--- src/rtl/song_sequencer_if.sv ---
// -----------------------------------------------------------------------------
// song_sequencer_if
// Bundles the control, pass-through and key-vector signals of the song
// sequencer so that the sequencer and its driver share one connection.
//
// Signals:
//   start       1  single-cycle pulse, begins playback from entry 0
//   stop        1  single-cycle pulse, aborts playback
//   loop_en     1  restart at entry 0 when the end marker is reached
//   manual_ios  10 raw switch vector, passed through while idle
//   ios         10 key vector to the tone generator ([9:7] octave, [6:0] note)
//   playing     1  high while a note or an articulation gap is in progress
//   note_idx    4  ROM entry currently playing
//   done        1  one-cycle pulse when a non-looping song completes
//
// Modports:
//   master  drives the controls and reads the key vector (controller/bench)
//   slave   the sequencer itself
// -----------------------------------------------------------------------------
interface song_sequencer_if;
    logic       start;
    logic       stop;
    logic       loop_en;
    logic [9:0] manual_ios;
    logic [9:0] ios;
    logic       playing;
    logic [3:0] note_idx;
    logic       done;

    modport master (
        output start,
        output stop,
        output loop_en,
        output manual_ios,
        input  ios,
        input  playing,
        input  note_idx,
        input  done
    );

    modport slave (
        input  start,
        input  stop,
        input  loop_en,
        input  manual_ios,
        output ios,
        output playing,
        output note_idx,
        output done
    );
endinterface

--- src/rtl/song_sequencer.sv ---
// -----------------------------------------------------------------------------
// song_sequencer
// Upstream stage of the piano tone generator. While idle it registers the
// manual switch vector onto ios. On start it plays a fixed 16-entry melody
// ROM: every entry sounds for (dur+1) beats minus a short silent gap, so that
// repeated notes are articulated. All outputs are registered.
//
// Parameters:
//   BEAT_CYCLES  clock cycles per beat
//   GAP_CYCLES   silent cycles at the end of each entry (1 .. BEAT_CYCLES-1)
//   SONG_LEN     ROM depth (note_idx is 4 bits wide)
//
// Ports:
//   clk    system clock
//   reset  asynchronous, active-low reset
//   bus    song_sequencer_if.slave (start, stop, loop_en, manual_ios in;
//          ios, playing, note_idx, done out)
// -----------------------------------------------------------------------------
module song_sequencer #(
    parameter int BEAT_CYCLES = 25000000,
    parameter int GAP_CYCLES  = 1000000,
    parameter int SONG_LEN    = 16
) (
    input  logic                   clk,
    input  logic                   reset,
    song_sequencer_if.slave        bus
);

    // Longest entry is 8 beats; the counter only ever holds a remaining count.
    localparam int CNT_W = $clog2(8 * BEAT_CYCLES + 1);

    typedef logic [CNT_W-1:0] cnt_t;

    localparam cnt_t GAP_LOAD = cnt_t'(GAP_CYCLES - 1);
    localparam logic [3:0] LAST_IDX = 4'(SONG_LEN - 1);

    typedef enum logic [1:0] {
        ST_IDLE = 2'b00,
        ST_NOTE = 2'b01,
        ST_GAP  = 2'b10
    } state_t;

    // ROM entry: [7:6] octave (0 rest), [5:3] note, [2:0] beats-1.
    function automatic logic [7:0] rom_entry(input logic [3:0] idx);
        logic [7:0] entry;
        case (idx)
            4'd0:    entry = 8'b10_000_000;
            4'd1:    entry = 8'b10_001_000;
            4'd2:    entry = 8'b10_010_000;
            4'd3:    entry = 8'b10_011_000;
            4'd4:    entry = 8'b10_100_000;
            4'd5:    entry = 8'b10_101_000;
            4'd6:    entry = 8'b10_110_000;
            4'd7:    entry = 8'b11_000_001;
            4'd8:    entry = 8'b00_000_000;
            default: entry = 8'b00_111_000;
        endcase
        return entry;
    endfunction

    // Octave 0 combined with note 7 terminates the song.
    function automatic logic is_end(input logic [7:0] entry);
        return (entry[7:6] == 2'b00) && (entry[5:3] == 3'b111);
    endfunction

    // Rests (octave 0, or note 7 in any octave) produce a silent key vector.
    function automatic logic [9:0] decode(input logic [7:0] entry);
        logic [2:0] oct;
        logic [6:0] key;
        oct = 3'b000;
        key = 7'b0000000;
        if ((entry[7:6] != 2'b00) && (entry[5:3] != 3'b111)) begin
            case (entry[7:6])
                2'b01:   oct = 3'b001;
                2'b10:   oct = 3'b010;
                2'b11:   oct = 3'b100;
                default: oct = 3'b000;
            endcase
            key = 7'b0000001 << entry[5:3];
        end else begin
            oct = 3'b000;
            key = 7'b0000000;
        end
        return {oct, key};
    endfunction

    // Counter load for the sounding part of an entry; the counter expires
    // when it reads zero, hence the trailing -1.
    function automatic cnt_t note_load(input logic [7:0] entry);
        logic [31:0] beats;
        beats = {29'd0, entry[2:0]} + 32'd1;
        return cnt_t'(beats * 32'(BEAT_CYCLES) - 32'(GAP_CYCLES) - 32'd1);
    endfunction

    state_t     state_r,    state_s;
    cnt_t       cnt_r,      cnt_s;
    logic [9:0] ios_r,      ios_s;
    logic       playing_r,  playing_s;
    logic [3:0] note_idx_r, note_idx_s;
    logic       done_r,     done_s;

    logic [3:0] next_idx_s;
    logic [7:0] next_entry_s;
    logic [7:0] first_entry_s;
    logic       wrap_s;

    // Next-state and next-output logic for the IDLE/NOTE/GAP sequencer.
    always_comb begin
        state_s       = state_r;
        cnt_s         = cnt_r;
        ios_s         = ios_r;
        playing_s     = playing_r;
        note_idx_s    = note_idx_r;
        done_s        = 1'b0;
        next_idx_s    = note_idx_r + 4'd1;
        next_entry_s  = rom_entry(next_idx_s);
        first_entry_s = rom_entry(4'd0);
        wrap_s        = (note_idx_r == LAST_IDX);

        case (state_r)
            ST_IDLE: begin
                ios_s     = bus.manual_ios;
                playing_s = 1'b0;
                cnt_s     = '0;
                if (bus.start && !bus.stop) begin
                    if (is_end(first_entry_s)) begin
                        done_s = 1'b1;
                    end else begin
                        state_s    = ST_NOTE;
                        note_idx_s = 4'd0;
                        ios_s      = decode(first_entry_s);
                        playing_s  = 1'b1;
                        cnt_s      = note_load(first_entry_s);
                    end
                end else begin
                    state_s = ST_IDLE;
                end
            end

            ST_NOTE: begin
                if (bus.stop) begin
                    state_s   = ST_IDLE;
                    playing_s = 1'b0;
                    ios_s     = bus.manual_ios;
                    cnt_s     = '0;
                end else if (cnt_r == '0) begin
                    state_s = ST_GAP;
                    ios_s   = 10'd0;
                    cnt_s   = GAP_LOAD;
                end else begin
                    cnt_s = cnt_r - cnt_t'(1);
                end
            end

            ST_GAP: begin
                if (bus.stop) begin
                    state_s   = ST_IDLE;
                    playing_s = 1'b0;
                    ios_s     = bus.manual_ios;
                    cnt_s     = '0;
                end else if (cnt_r == '0) begin
                    // Last gap cycle: step straight into the following entry.
                    if (!wrap_s && !is_end(next_entry_s)) begin
                        state_s    = ST_NOTE;
                        note_idx_s = next_idx_s;
                        ios_s      = decode(next_entry_s);
                        cnt_s      = note_load(next_entry_s);
                    end else if (bus.loop_en && !is_end(first_entry_s)) begin
                        state_s    = ST_NOTE;
                        note_idx_s = 4'd0;
                        ios_s      = decode(first_entry_s);
                        cnt_s      = note_load(first_entry_s);
                    end else begin
                        state_s   = ST_IDLE;
                        playing_s = 1'b0;
                        ios_s     = bus.manual_ios;
                        done_s    = 1'b1;
                        cnt_s     = '0;
                    end
                end else begin
                    cnt_s = cnt_r - cnt_t'(1);
                end
            end

            default: begin
                state_s   = ST_IDLE;
                playing_s = 1'b0;
                ios_s     = 10'd0;
                cnt_s     = '0;
            end
        endcase
    end

    // State, counter and registered outputs; reset clears everything at once.
    always_ff @(posedge clk or negedge reset) begin
        if (!reset) begin
            state_r    <= ST_IDLE;
            cnt_r      <= '0;
            ios_r      <= 10'd0;
            playing_r  <= 1'b0;
            note_idx_r <= 4'd0;
            done_r     <= 1'b0;
        end else begin
            state_r    <= state_s;
            cnt_r      <= cnt_s;
            ios_r      <= ios_s;
            playing_r  <= playing_s;
            note_idx_r <= note_idx_s;
            done_r     <= done_s;
        end
    end

    assign bus.ios      = ios_r;
    assign bus.playing  = playing_r;
    assign bus.note_idx = note_idx_r;
    assign bus.done     = done_r;

endmodule

--- src/flat_wrapper.sv ---
// flat-port wrapper written by rule: the top's interface ports become plain ports
module song_sequencer_flat 
#(
    parameter int BEAT_CYCLES = 25000000,
    parameter int GAP_CYCLES  = 1000000,
    parameter int SONG_LEN    = 16
)
  (clk, reset, bus_start, bus_stop, bus_loop_en, bus_manual_ios, bus_ios, bus_playing, bus_note_idx, bus_done);
  song_sequencer_if bus_i ();
  input  logic clk;
  input  logic reset;
  input wire logic [$bits(bus_i.start)-1:0] bus_start;
  input wire logic [$bits(bus_i.stop)-1:0] bus_stop;
  input wire logic [$bits(bus_i.loop_en)-1:0] bus_loop_en;
  input wire logic [$bits(bus_i.manual_ios)-1:0] bus_manual_ios;
  output wire logic [$bits(bus_i.ios)-1:0] bus_ios;
  output wire logic [$bits(bus_i.playing)-1:0] bus_playing;
  output wire logic [$bits(bus_i.note_idx)-1:0] bus_note_idx;
  output wire logic [$bits(bus_i.done)-1:0] bus_done;
  assign bus_i.start = bus_start;
  assign bus_i.stop = bus_stop;
  assign bus_i.loop_en = bus_loop_en;
  assign bus_i.manual_ios = bus_manual_ios;
  assign bus_ios = bus_i.ios;
  assign bus_playing = bus_i.playing;
  assign bus_note_idx = bus_i.note_idx;
  assign bus_done = bus_i.done;
  song_sequencer #(.BEAT_CYCLES(BEAT_CYCLES), .GAP_CYCLES(GAP_CYCLES), .SONG_LEN(SONG_LEN)) u_core (.clk(clk), .reset(reset), .bus(bus_i));
endmodule
--- config.mk ---
export PLATFORM = sky130hd
export DESIGN_NAME = song_sequencer_flat
export DESIGN_NICKNAME = d
export VERILOG_FILES = /design/src/rtl/song_sequencer_if.sv /design/src/rtl/song_sequencer.sv /design/src/flat_wrapper.sv
export SDC_FILE = /design/constraint.sdc
export NUM_CORES = 1
export LEC_CHECK = 0
export ABC_AREA = 1
export CORE_MARGIN = 2
export CORE_UTILIZATION = 50
export CTS_BUF_LIST = sky130_fd_sc_hd__clkbuf_8
export DETAILED_ROUTE_END_ITERATION = 6
export DONT_BUFFER_PORTS = 1
export SLEW_MARGIN = 0
export SYNTH_ARGS = -nofsm -noshare
export SYNTH_HDL_FRONTEND = slang
export SYNTH_SLANG_ARGS = --single-unit
export TNS_END_PERCENT = 5
--- constraint.sdc ---
create_clock -name clk -period 2.4 [get_ports clk]
set_input_delay 0.48 -clock clk [delete_from_list [all_inputs] [get_ports clk]]
set_output_delay 0.48 -clock clk [all_outputs]
set_load 0.02 [all_outputs]
# Yosys cells after proc, flatten, opt, wreduce, memory -nomap -nowiden
# Memories as Yosys holds them, arrays and structs flattened.
# Cells that the tools add are included.
[classes]
add_sub_neg = 5
n_shift = 1
reduce_logical = 15
eq_ne = 17
mux = 45
n_mul = 1
[op_table]
columns = ["operator", "n"]
rows = [
  ["$mux W28", 5],
  ["$pmux W28 S3", 1],
  ["$mux W10", 7],
  ["$sub A28 B1 Y28 const B", 2],
  ["$mux W25", 2],
  ["$mul A32 B19 Y22 const B", 1],
  ["$pmux W10 S3", 1],
  ["$logic_not A28 Y1", 1],
  ["$sub A28 B20 Y28 const B", 1],
  ["$mux W4", 5],
  ["$mux W1", 13],
  ["$mux W2", 5],
  ["$ne A3 B2 Y1 const B", 3],
  ["$ne A3 B3 Y1 const B", 3],
  ["$pmux W3 S3", 1],
  ["$pmux W4 S2", 1],
  ["$mux W7", 1],
  ["$shl A1 B3 Y7 const A", 1],
  ["$eq A2 B2 Y1 const B", 3],
  ["$pmux W2 S3", 1],
  ["$reduce_and A5 Y1", 1],
  ["$add A3 B1 Y4 const B", 1],
  ["$add A4 B1 Y4 const B", 1],
  ["$eq A2 B1 Y1 const B", 2],
  ["other kinds (12)", 21],
]
[totals]
in_bits = 15
elab_cells = 91
register_bits = 46
output_inout_bits = 16
mem_count = 1
mem_bits_ro = 96
[memory_table]
columns = ["memory", "words", "word_bits", "read_ports", "rd_ports_with_merged_regs", "write_ports", "line", "rtl"]
rows = [
  ["(name not given)", 16, 6, 1, 0, 0, "song_sequencer.sv:46", "case (idx)"],
]

# Longest topological paths before layout
# Gate-level depths: netlist of the first run.
# An unclocked memory read counts as a cell.
[depth]
ltp_word = 10
depth_mapped = 15

# Worst setup path before layout of the first run
# No wires, ideal clock.
[synth_path]
path_type = "reg-to-reg"
from = "register u_core.note_idx_r[1], in the netlist u_core.bus.note_idx[1]"
to = "register u_core.cnt_r[13]"
path_slack_ps = 540
required_time_ps = 2267
setup_ps = 133
synth_period_minus_slack_ps = 1860
stages_incl_launch_ff = 12
arrival_ps = 1727
path_cell_list = "dfrtp_1 ha_1 inv_1 nand2_1 nand2_2 nand2_1 nand2_2 nand2_4 nand2_4 a31oi_4 buf_6 o21ai_0"
[synth_via]
elab_chain_cells = 10
[synth_lines]
columns = ["item", "line", "rtl"]
rows = [
  ["start: declaration", "song_sequencer.sv:99", "logic [3:0] note_idx_r, note_idx_s;"],
  ["start signal: assignment", "song_sequencer.sv:208", "note_idx_r <= note_idx_s;"],
  ["$add A4 B1 Y4", "song_sequencer.sv:115", "next_idx_s = note_idx_r + 4'd1;"],
  ["$mem_v2 Z16 W6", "n/a", ""],
  ["$add A3 B1 Y4 (tied with other cells)", "song_sequencer.sv:91", "beats = {29'd0, entry[2:0]} + 32'd1;"],
  ["$mul A32 B19 Y22 or $logic_and A1 B1 Y1 (tied branches)", "song_sequencer.sv:92, song_sequencer.sv:63", ""],
  ["$sub A28 B20 Y28 or $logic_not A1 Y1 (tied branches)", "song_sequencer.sv:92, song_sequencer.sv:163", ""],
  ["$sub A28 B1 Y28 or $logic_and A1 B1 Y1 (tied branches)", "song_sequencer.sv:92, song_sequencer.sv:163", ""],
  ["$mux W28 *", "song_sequencer.sv:163", "if (!wrap_s && !is_end(next_entry_s)) begin"],
  ["$mux W28 *", "song_sequencer.sv:161", "end else if (cnt_r == '0) begin"],
  ["$mux W28 *", "song_sequencer.sv:156", "if (bus.stop) begin"],
  ["$pmux W28 S3 *", "song_sequencer.sv:120", "case (state_r)"],
  ["net u_core.cnt_s[13]", "song_sequencer.sv:96", "cnt_t cnt_r, cnt_s;"],
  ["end signal: assignment", "song_sequencer.sv:205", "cnt_r <= cnt_s;"],
  ["end: declaration", "song_sequencer.sv:96", ""],
]
# Mark *: on every way through the listed nets, which the timed path passes. The rest lies on a longest branch.
# A chain may end at the register's enable or synchronous reset.

# Worst setup path in the final report of the first run
[layout_path]
from = "register u_core.note_idx_r[0], in the netlist u_core.bus.note_idx[0]"
to = "register u_core.state_r[0]"
[layout_via]
elab_chain_cells = 10
[layout_lines]
columns = ["item", "line", "rtl"]
rows = [
  ["$add A4 B1 Y4", "song_sequencer.sv:115", ""],
  ["$mem_v2 Z16 W6", "n/a", ""],
  ["$eq A3 B3 Y1 or $logic_not A2 Y1 (tied branches)", "song_sequencer.sv:63", "return (entry[7:6] == 2'b00) && (entry[5:3] == 3'b111);"],
  ["$logic_and A1 B1 Y1", "song_sequencer.sv:63", ""],
  ["$logic_not A1 Y1", "song_sequencer.sv:163", ""],
  ["$logic_and A1 B1 Y1 *", "song_sequencer.sv:163", ""],
  ["$mux W2 *", "song_sequencer.sv:163", ""],
  ["$mux W2 *", "song_sequencer.sv:161", ""],
  ["$mux W2 *", "song_sequencer.sv:156", ""],
  ["$pmux W2 S3 *", "song_sequencer.sv:120", ""],
  ["end signal: assignment", "song_sequencer.sv:204", "state_r <= state_s;"],
  ["end: declaration", "song_sequencer.sv:95", "state_t state_r, state_s;"],
]
# Mark *: on every way between the ends. The rest lies on a longest branch, timed or not. The select of a mux whose other input is x is not followed.

==> flow_summary_export.csv, run 1 <==
group,metric,value,unit
routing,via_count,2623,
logic_synthesis,ys_ff_latch,46,
logic_synthesis,syn_area_per_cell,7.20,µm²
sta,setup_violations,0,
finish,antennaDiodeCount,0,
logic_synthesis,synthMuxAreaShare,0,%
clocking,clk_path_buf_depth,2,
die,die_area,6640,µm²
worst_setup_path,endpoint_kind,"register",
power,vdd_drop_max,0.441,mV
finish,area_growth,7.26,%
worst_setup_path,crit_arrival,2.15,ns
routing,wl_per_cell,14.0,µm
sta,slew-limit-headroom,65.2,%
worst_setup_path,rr_worst_depth,9,
logic_synthesis,synth_commonest_cells,"nand2_1 (131), inv_1 (54), dfrtp_1 (46), nor2_1 (39), o21ai_0 (23)",
placed_design,dp_cells,492,
worst_setup_path,critical_path.cell_chain,"ha_1, nand2_1, nand2_2, nand2_1, nand2_2, nand2_4, nand2_4, a31oi_4, o21ai_0",
global_routing,grt_usage,23.3,%
logic_synthesis,synth_top_family_by_area,"simple AND/OR/NAND/NOR gates",
logic_synthesis,synth.most_common_cell,"nand2_1",
worst_setup_path,critPathRequiredTime,2.56,ns
worst_setup_path,crit_family,"simple AND/OR/NAND/NOR gates",
sta,setup-tns-final,0,ns
clocking,numCtsBuffers,5,
global_routing,grt_pass1_wl,11800,µm
placed_design,gp_congestion,0.854,
clocking,ctsResizeCount,0,
status,status,"finished clean",
die,io_pins,31,
run,max_cap_violations,0,
global_routing,gr-total-overflow,0,
worst_setup_path,cp-start-kind,"register",
clocking,cts_sinks,46,
logic_synthesis,synth_area_leader_cell,"dfrtp_1",
logic_synthesis,synth_top_area_share,38.4,%
min_path,min_path_type,"input pin to async pin",
finish,multiInputGateArea,1610,µm²
die,rows,28,
routing,drc_errors,0,
logic_synthesis,synthAdderAreaFrac,2.92,%
clocking,cts-root-buf,"clkbuf_8",
logic_synthesis,synth_compound_area_share,12.1,%
routing,ant_nets,0,
sta,fmax,0.503,GHz
logic_synthesis,synth-async-reset-ratio,100,%
finish,fin_cells,501,
worst_setup_path,crit_fanout,11,
finish,nets,447,
sta,whs,0.0189,ns
clocking,htreeDepth,2,
finish,drive_gt1_share,9.86,%
placed_design,hpwlAfterDp,5280,µm
clocking,tritoncts,"done",
sta,hold_viol,0,
routing,drt_iter0_drc,102,
logic_synthesis,yosys.area_share.simple,35.0,%
global_routing,grt_start_max_net_pins,47,
worst_setup_path,rr_startpoint,"u_core.bus.note_idx[0]$_DFFE_PN0P_",
sta,tightestPinTransition,0.522,ns
logic_synthesis,yosys_most_used_dff,"dfrtp_1",
clocking,clk_pin_slew_worst_paths,0.09,ns
routing,via_per_inst,5.24,
sta,rsz0062_at_grt,"no",
sta,maxSlewViolCount,0,
logic_synthesis,yosysSeqAreaShare,38.4,%
routing,routed_wl,7030,µm
worst_setup_path,path_buf_inv,0,
worst_setup_path,path_class,"register to register",
logic_synthesis,synth_edf_count,0,
clocking,insertion_delay,0.30,ns
logic_synthesis,synth-xor-area-share,3.79,%
power,powerDensity,799,nW/µm²
sta,skew,0.00581,ns
sta,post-route-min-period,1.99,ns
worst_setup_path,cp_slowest_cell,"dfrtp_1",
die,die_h,81.5,µm
global_routing,grt_pass1_vias,2551,
worst_setup_path,reg2reg_to,"u_core.state_r[0]$_DFFE_PN0P_",
logic_synthesis,synth_cells,417,
worst_setup_path,max_stage_delay,0.42,ns
logic_synthesis,synth_cell_types,35,
worst_setup_path,r2r_setup_slack,0.41,ns
power,p_total,0.00257,W
global_routing,antenna_found_initial,0,
die,die_w,81.5,µm
clocking,cts_setup_buffers,0,
placed_design,io_buffers,0,
clocking,cts_hold_buf,1,
logic_synthesis,synth.area.top_cells,"dfrtp_1 (38%), nand2_1 (16%), inv_1 (6.8%)",
sta,min_period_over_period,82.8,%
finish,fillers,561,
logic_synthesis,synth_nets,439,
die,coreArea,5850,µm²
logic_synthesis,yosysWarnings,0,
finish,seq_area,1150,µm²
power,power.leakage,1.68,nW
die,initial_utilization,51.3,%
routing,dr.pass1.iters,4,
logic_synthesis,synth_area,3000,µm²
-- state kept, by name, indices dropped and copies added (netlist names) --
| name | count |
|---|---|
| u_core.cnt_r | 28 |
| u_core.state_r | 2 |
| u_core.bus.ios | 10 |
| u_core.bus.note_idx | 4 |
| u_core.bus.playing | 1 |
| u_core.bus.done | 1 |
-- report_power, final --
group          internal [W]  switching, W  total (W)
registers          0.000898      0.000173    0.00107
clock network      0.000229      0.000262   0.000491
logic              0.000350      0.000661    0.00101
total               0.00148       0.00110    0.00257
-- final cells by class --
| cell class | count | share of cell area (%) |
|---|---|---|
| Multi-Input combinational cell | 311 | 50.2 |
| Sequential cell | 46 | 35.8 |
| Clock buffer | 6 | 2.57 |
| Inverter | 56 | 6.53 |
| Timing Repair Buffer | 5 | 1.79 |
| Clock inverter | 2 | 0.272 |
| Tap cell | 75 | 2.92 |
-- how the worst max path moves through the flow --
stage                                       startpoint                            end  slack [ns]  depth (start not counted)
global placement    u_core.bus.note_idx[0]$_DFFE_PN0P_  u_core.state_r[0]$_DFFE_PN0P_        0.40                          9
floorplan           u_core.bus.note_idx[1]$_DFFE_PN0P_     u_core.cnt_r[13]$_DFF_PN0_        0.54                         11
finish              u_core.bus.note_idx[0]$_DFFE_PN0P_  u_core.state_r[0]$_DFFE_PN0P_        0.41                          9
global route        u_core.bus.note_idx[0]$_DFFE_PN0P_  u_core.bus.ios[4]$_DFFE_PN0P_        0.15                         14
detailed placement  u_core.bus.note_idx[0]$_DFFE_PN0P_  u_core.state_r[0]$_DFFE_PN0P_        0.39                          9
CTS                 u_core.bus.note_idx[0]$_DFFE_PN0P_  u_core.state_r[0]$_DFFE_PN0P_        0.37                          9
-- metrics by stage --
stage,setup slack (ns),util [%],cell area (µm²)
floorplan,0.540,-,3000
global placement,0.397,53.0,3100
detailed placement,0.387,53.0,3100
CTS,0.372,55.0,3220
global route,0.148,55.0,3220
finish,0.414,55.0,3220
-- cells by family after synthesis --
family	count (synthesis)
AO/OA/AOI/OAI	62
flip-flops	46
XOR/XNOR	13
adder cells (fa/ha/maj)	7
buffers and inverters	60
AND/OR/NAND/NOR	229
-- metal layers --
layer  vias up  part of all wire, %  global-route usage, %
met5         -                    0                      0
met4         0                  1.9                   7.80
met3        13                  3.5                   4.73
met2        42                   48                   39.6
met1      1226                   47                   29.7
li1       1342                    -                      -
-- cells in the final DEF, fill, tap and decap left out, types with 3 or more instances in the layout --
master	n
a21oi_1	18
a22oi_1	3
a31oi_1	4
buf_4	4
clkbuf_8	6
dfrtp_1	46
ha_1	7
inv_1	55
nand2_1	131
nand2_2	8
nand3_1	16
nand4_1	6
nor2_1	39
nor2_2	4
nor2_4	5
nor3_1	7
nor4_1	3
o21ai_0	23
o21ai_1	5
xnor2_1	5
xor2_1	8
Note: power is estimated with default switching activity, not from simulation.
==> run 2: changes to the inputs <==
Settings changed: PLACE_DENSITY from default to 0.68.
Clock period 2.4 ns to 1.7 ns, I/O delays scaled along.
==> run 2 against run 1 <==
Sequential share of layout area down 6.9 points. The run now ends with setup timing left. Power is 74% higher. Wire length grew 16%. Critical endpoint is now u_core.bus.note_idx[1]$_DFFE_PN0P_. Flip-flop and latch count did not move. Sequential power up 38%.
==> flow_summary_export.csv, run 2 (same netlist as run 1, synthesis figures left out) <==
group,metric,value,unit
run,max_cap_violations,0,
global_routing,grt_usage,25.9,%
routing,drc_errors,0,
placed_design,dpl_cell_area,3620,µm²
clocking,cts_sinks,46,
routing,routed_wl,8130,µm
finish,layout_common_cells,"nand2_1 (119), buf_4 (73), inv_1 (46)",
worst_setup_path,path_common_cell,"nand2_2",
sta,min_period_over_period,109,%
worst_setup_path,crit_family,"simple AND/OR/NAND/NOR gates",
sta,fmax,0.537,GHz
worst_setup_path,cp-start-kind,"register",
sta,tightestPinTransition,0.519,ns
clocking,insertion_delay,0.30,ns
sta,hold_viol,0,
finish,layout_commonest_cell,"nand2_1",
sta,maxSlewViolCount,0,
sta,post-route-min-period,1.86,ns
sta,layout_setup_ws,-0.161,ns
die,coreArea,5850,µm²
clocking,clk_pin_slew_worst_paths,0.09,ns
die,io_pins,31,
finish,antennaDiodeCount,0,
status,status,"finished with violations",
routing,drt_iter0_drc,128,
clocking,cts-root-buf,"clkbuf_8",
placed_design,hpwlAfterDp,6080,µm
die,die_h,81.5,µm
worst_setup_path,endpoint_kind,"register",
finish,drive_gt1_share,31.8,%
die,die_w,81.5,µm
worst_setup_path,crit_arrival,2.06,ns
worst_setup_path,path_buf_inv,2,
sta,skew,0.0104,ns
worst_setup_path,max_stage_delay,0.49,ns
placed_design,gp_congestion,0.939,
routing,dr.pass1.iters,4,
sta,setup-tns-final,-3.45,ns
routing,via_count,2997,
global_routing,antenna_found_initial,0,
routing,via_per_inst,5.21,
min_path,min_path_type,"input pin to register",
die,die_area,6640,µm²
power,powerDensity,1120,nW/µm²
finish,fin_area,4010,µm²
finish,nets,521,
routing,ant_nets,0,
sta,slew-limit-headroom,65.3,%
worst_setup_path,critical_path.cell_chain,"ha_4, inv_2, nand2_2, nand2_2, nand2_2, nand2_4, nand2_8, nand2_8, a31oi_4, buf_4, o21ai_2",
global_routing,grt_start_max_net_pins,47,
global_routing,grt_pass1_wl,13000,µm
power,vdd_drop_max,0.696,mV
worst_setup_path,cp_slowest_cell,"dfrtp_2",
power,power.leakage,2.08,nW
worst_setup_path,crit_fanout,8,
routing,wl_per_cell,14.1,µm
finish,largest_reg_flops,28,
worst_setup_path,path_class,"register to register",
sta,setup_violations,41,
status,violations,"setup timing",
finish,regMostFlops,"u_core.cnt_r",
sta,rsz0062_at_grt,"yes",
placed_design,io_buffers,0,
clocking,htreeDepth,2,
clocking,clk_path_buf_depth,2,
placed_design,dp_cells,557,
clocking,numCtsBuffers,5,
die,initial_utilization,51.3,%
finish,area_growth,33.5,%
global_routing,gr-total-overflow,0,
worst_setup_path,critPathRequiredTime,1.90,ns
power,p_total,0.00449,W
finish,fin_cells,575,
die,rows,28,
clocking,tritoncts,"done",
global_routing,grt_pass1_vias,2883,
-- run 2: cell type report --
| class | instances | area [µm²] |
|---|---|---|
| clock inverters | 3 | 18.8 |
| well taps | 75 | 93.8 |
| fillers | 486 | 1840 |
| flip-flops and latches | 46 | 1150 |
| inverters | 56 | 215 |
| multi-input cells | 311 | 1820 |
| clock buffers | 5 | 68.8 |
| repair buffers | 79 | 639 |
-- run 2: per-layer routing --
| metal | GRT usage [%] | wire [µm] | up-vias |
|---|---|---|---|
| li1 | - | - | 1497 |
| met1 | 32.0 | 3470 | 1410 |
| met2 | 44.4 | 4110 | 78 |
| met3 | 5.05 | 385 | 12 |
| met4 | 10.0 | 159 | 0 |
| met5 | 0 | 0 | - |
-- run 2: stage by stage --
step | utilization [%] | hold WS (ns) | setup slack (ns)
floorplan | - | 0.0444 | -0.0149
global placement | 61.9 | 0.0456 | -0.137
detailed placement | 61.9 | 0.0458 | -0.174
CTS | 65.9 | 0.161 | -0.146
global route | 68.5 | 0.158 | -0.239
finish | 68.5 | 0.164 | -0.161
-- run 2: worst paths after layout --
kind	startpoint	endpoint	slack (ns)	cells after the start
worst min register to register	u_core.cnt_r[0]$_DFF_PN0_	u_core.cnt_r[0]$_DFF_PN0_	0.48	1
worst max register to register	u_core.bus.note_idx[0]$_DFFE_PN0P_	u_core.bus.note_idx[1]$_DFFE_PN0P_	-0.16	11
worst min-delay path	bus_manual_ios[7]	u_core.bus.ios[7]$_DFFE_PN0P_	0.16	2
min in group asynchronous	reset	u_core.cnt_r[0]$_DFF_PN0_	0.56	2
max in group asynchronous	reset	u_core.bus.note_idx[1]$_DFFE_PN0P_	0.91	2
worst max-delay path	u_core.bus.note_idx[0]$_DFFE_PN0P_	u_core.bus.note_idx[1]$_DFFE_PN0P_	-0.16	11
-- run 2: timing repair --
action | in CTS | in global routing
endpoints found under the hold margin | 46 | 0
gates resized for setup | 25 | 40
setup buffers | 4 | 4
pin swaps | 12 | 10
hold buffers | 2 | 0
setup endpoints to repair | 43 | 44
-- run 2: where the power goes --
part           switching [W]  leakage (nW)  internal (W)
Sequential          0.000208         0.608       0.00127
Clock               0.000399        0.0483      0.000290
Combinational        0.00127          1.43       0.00105
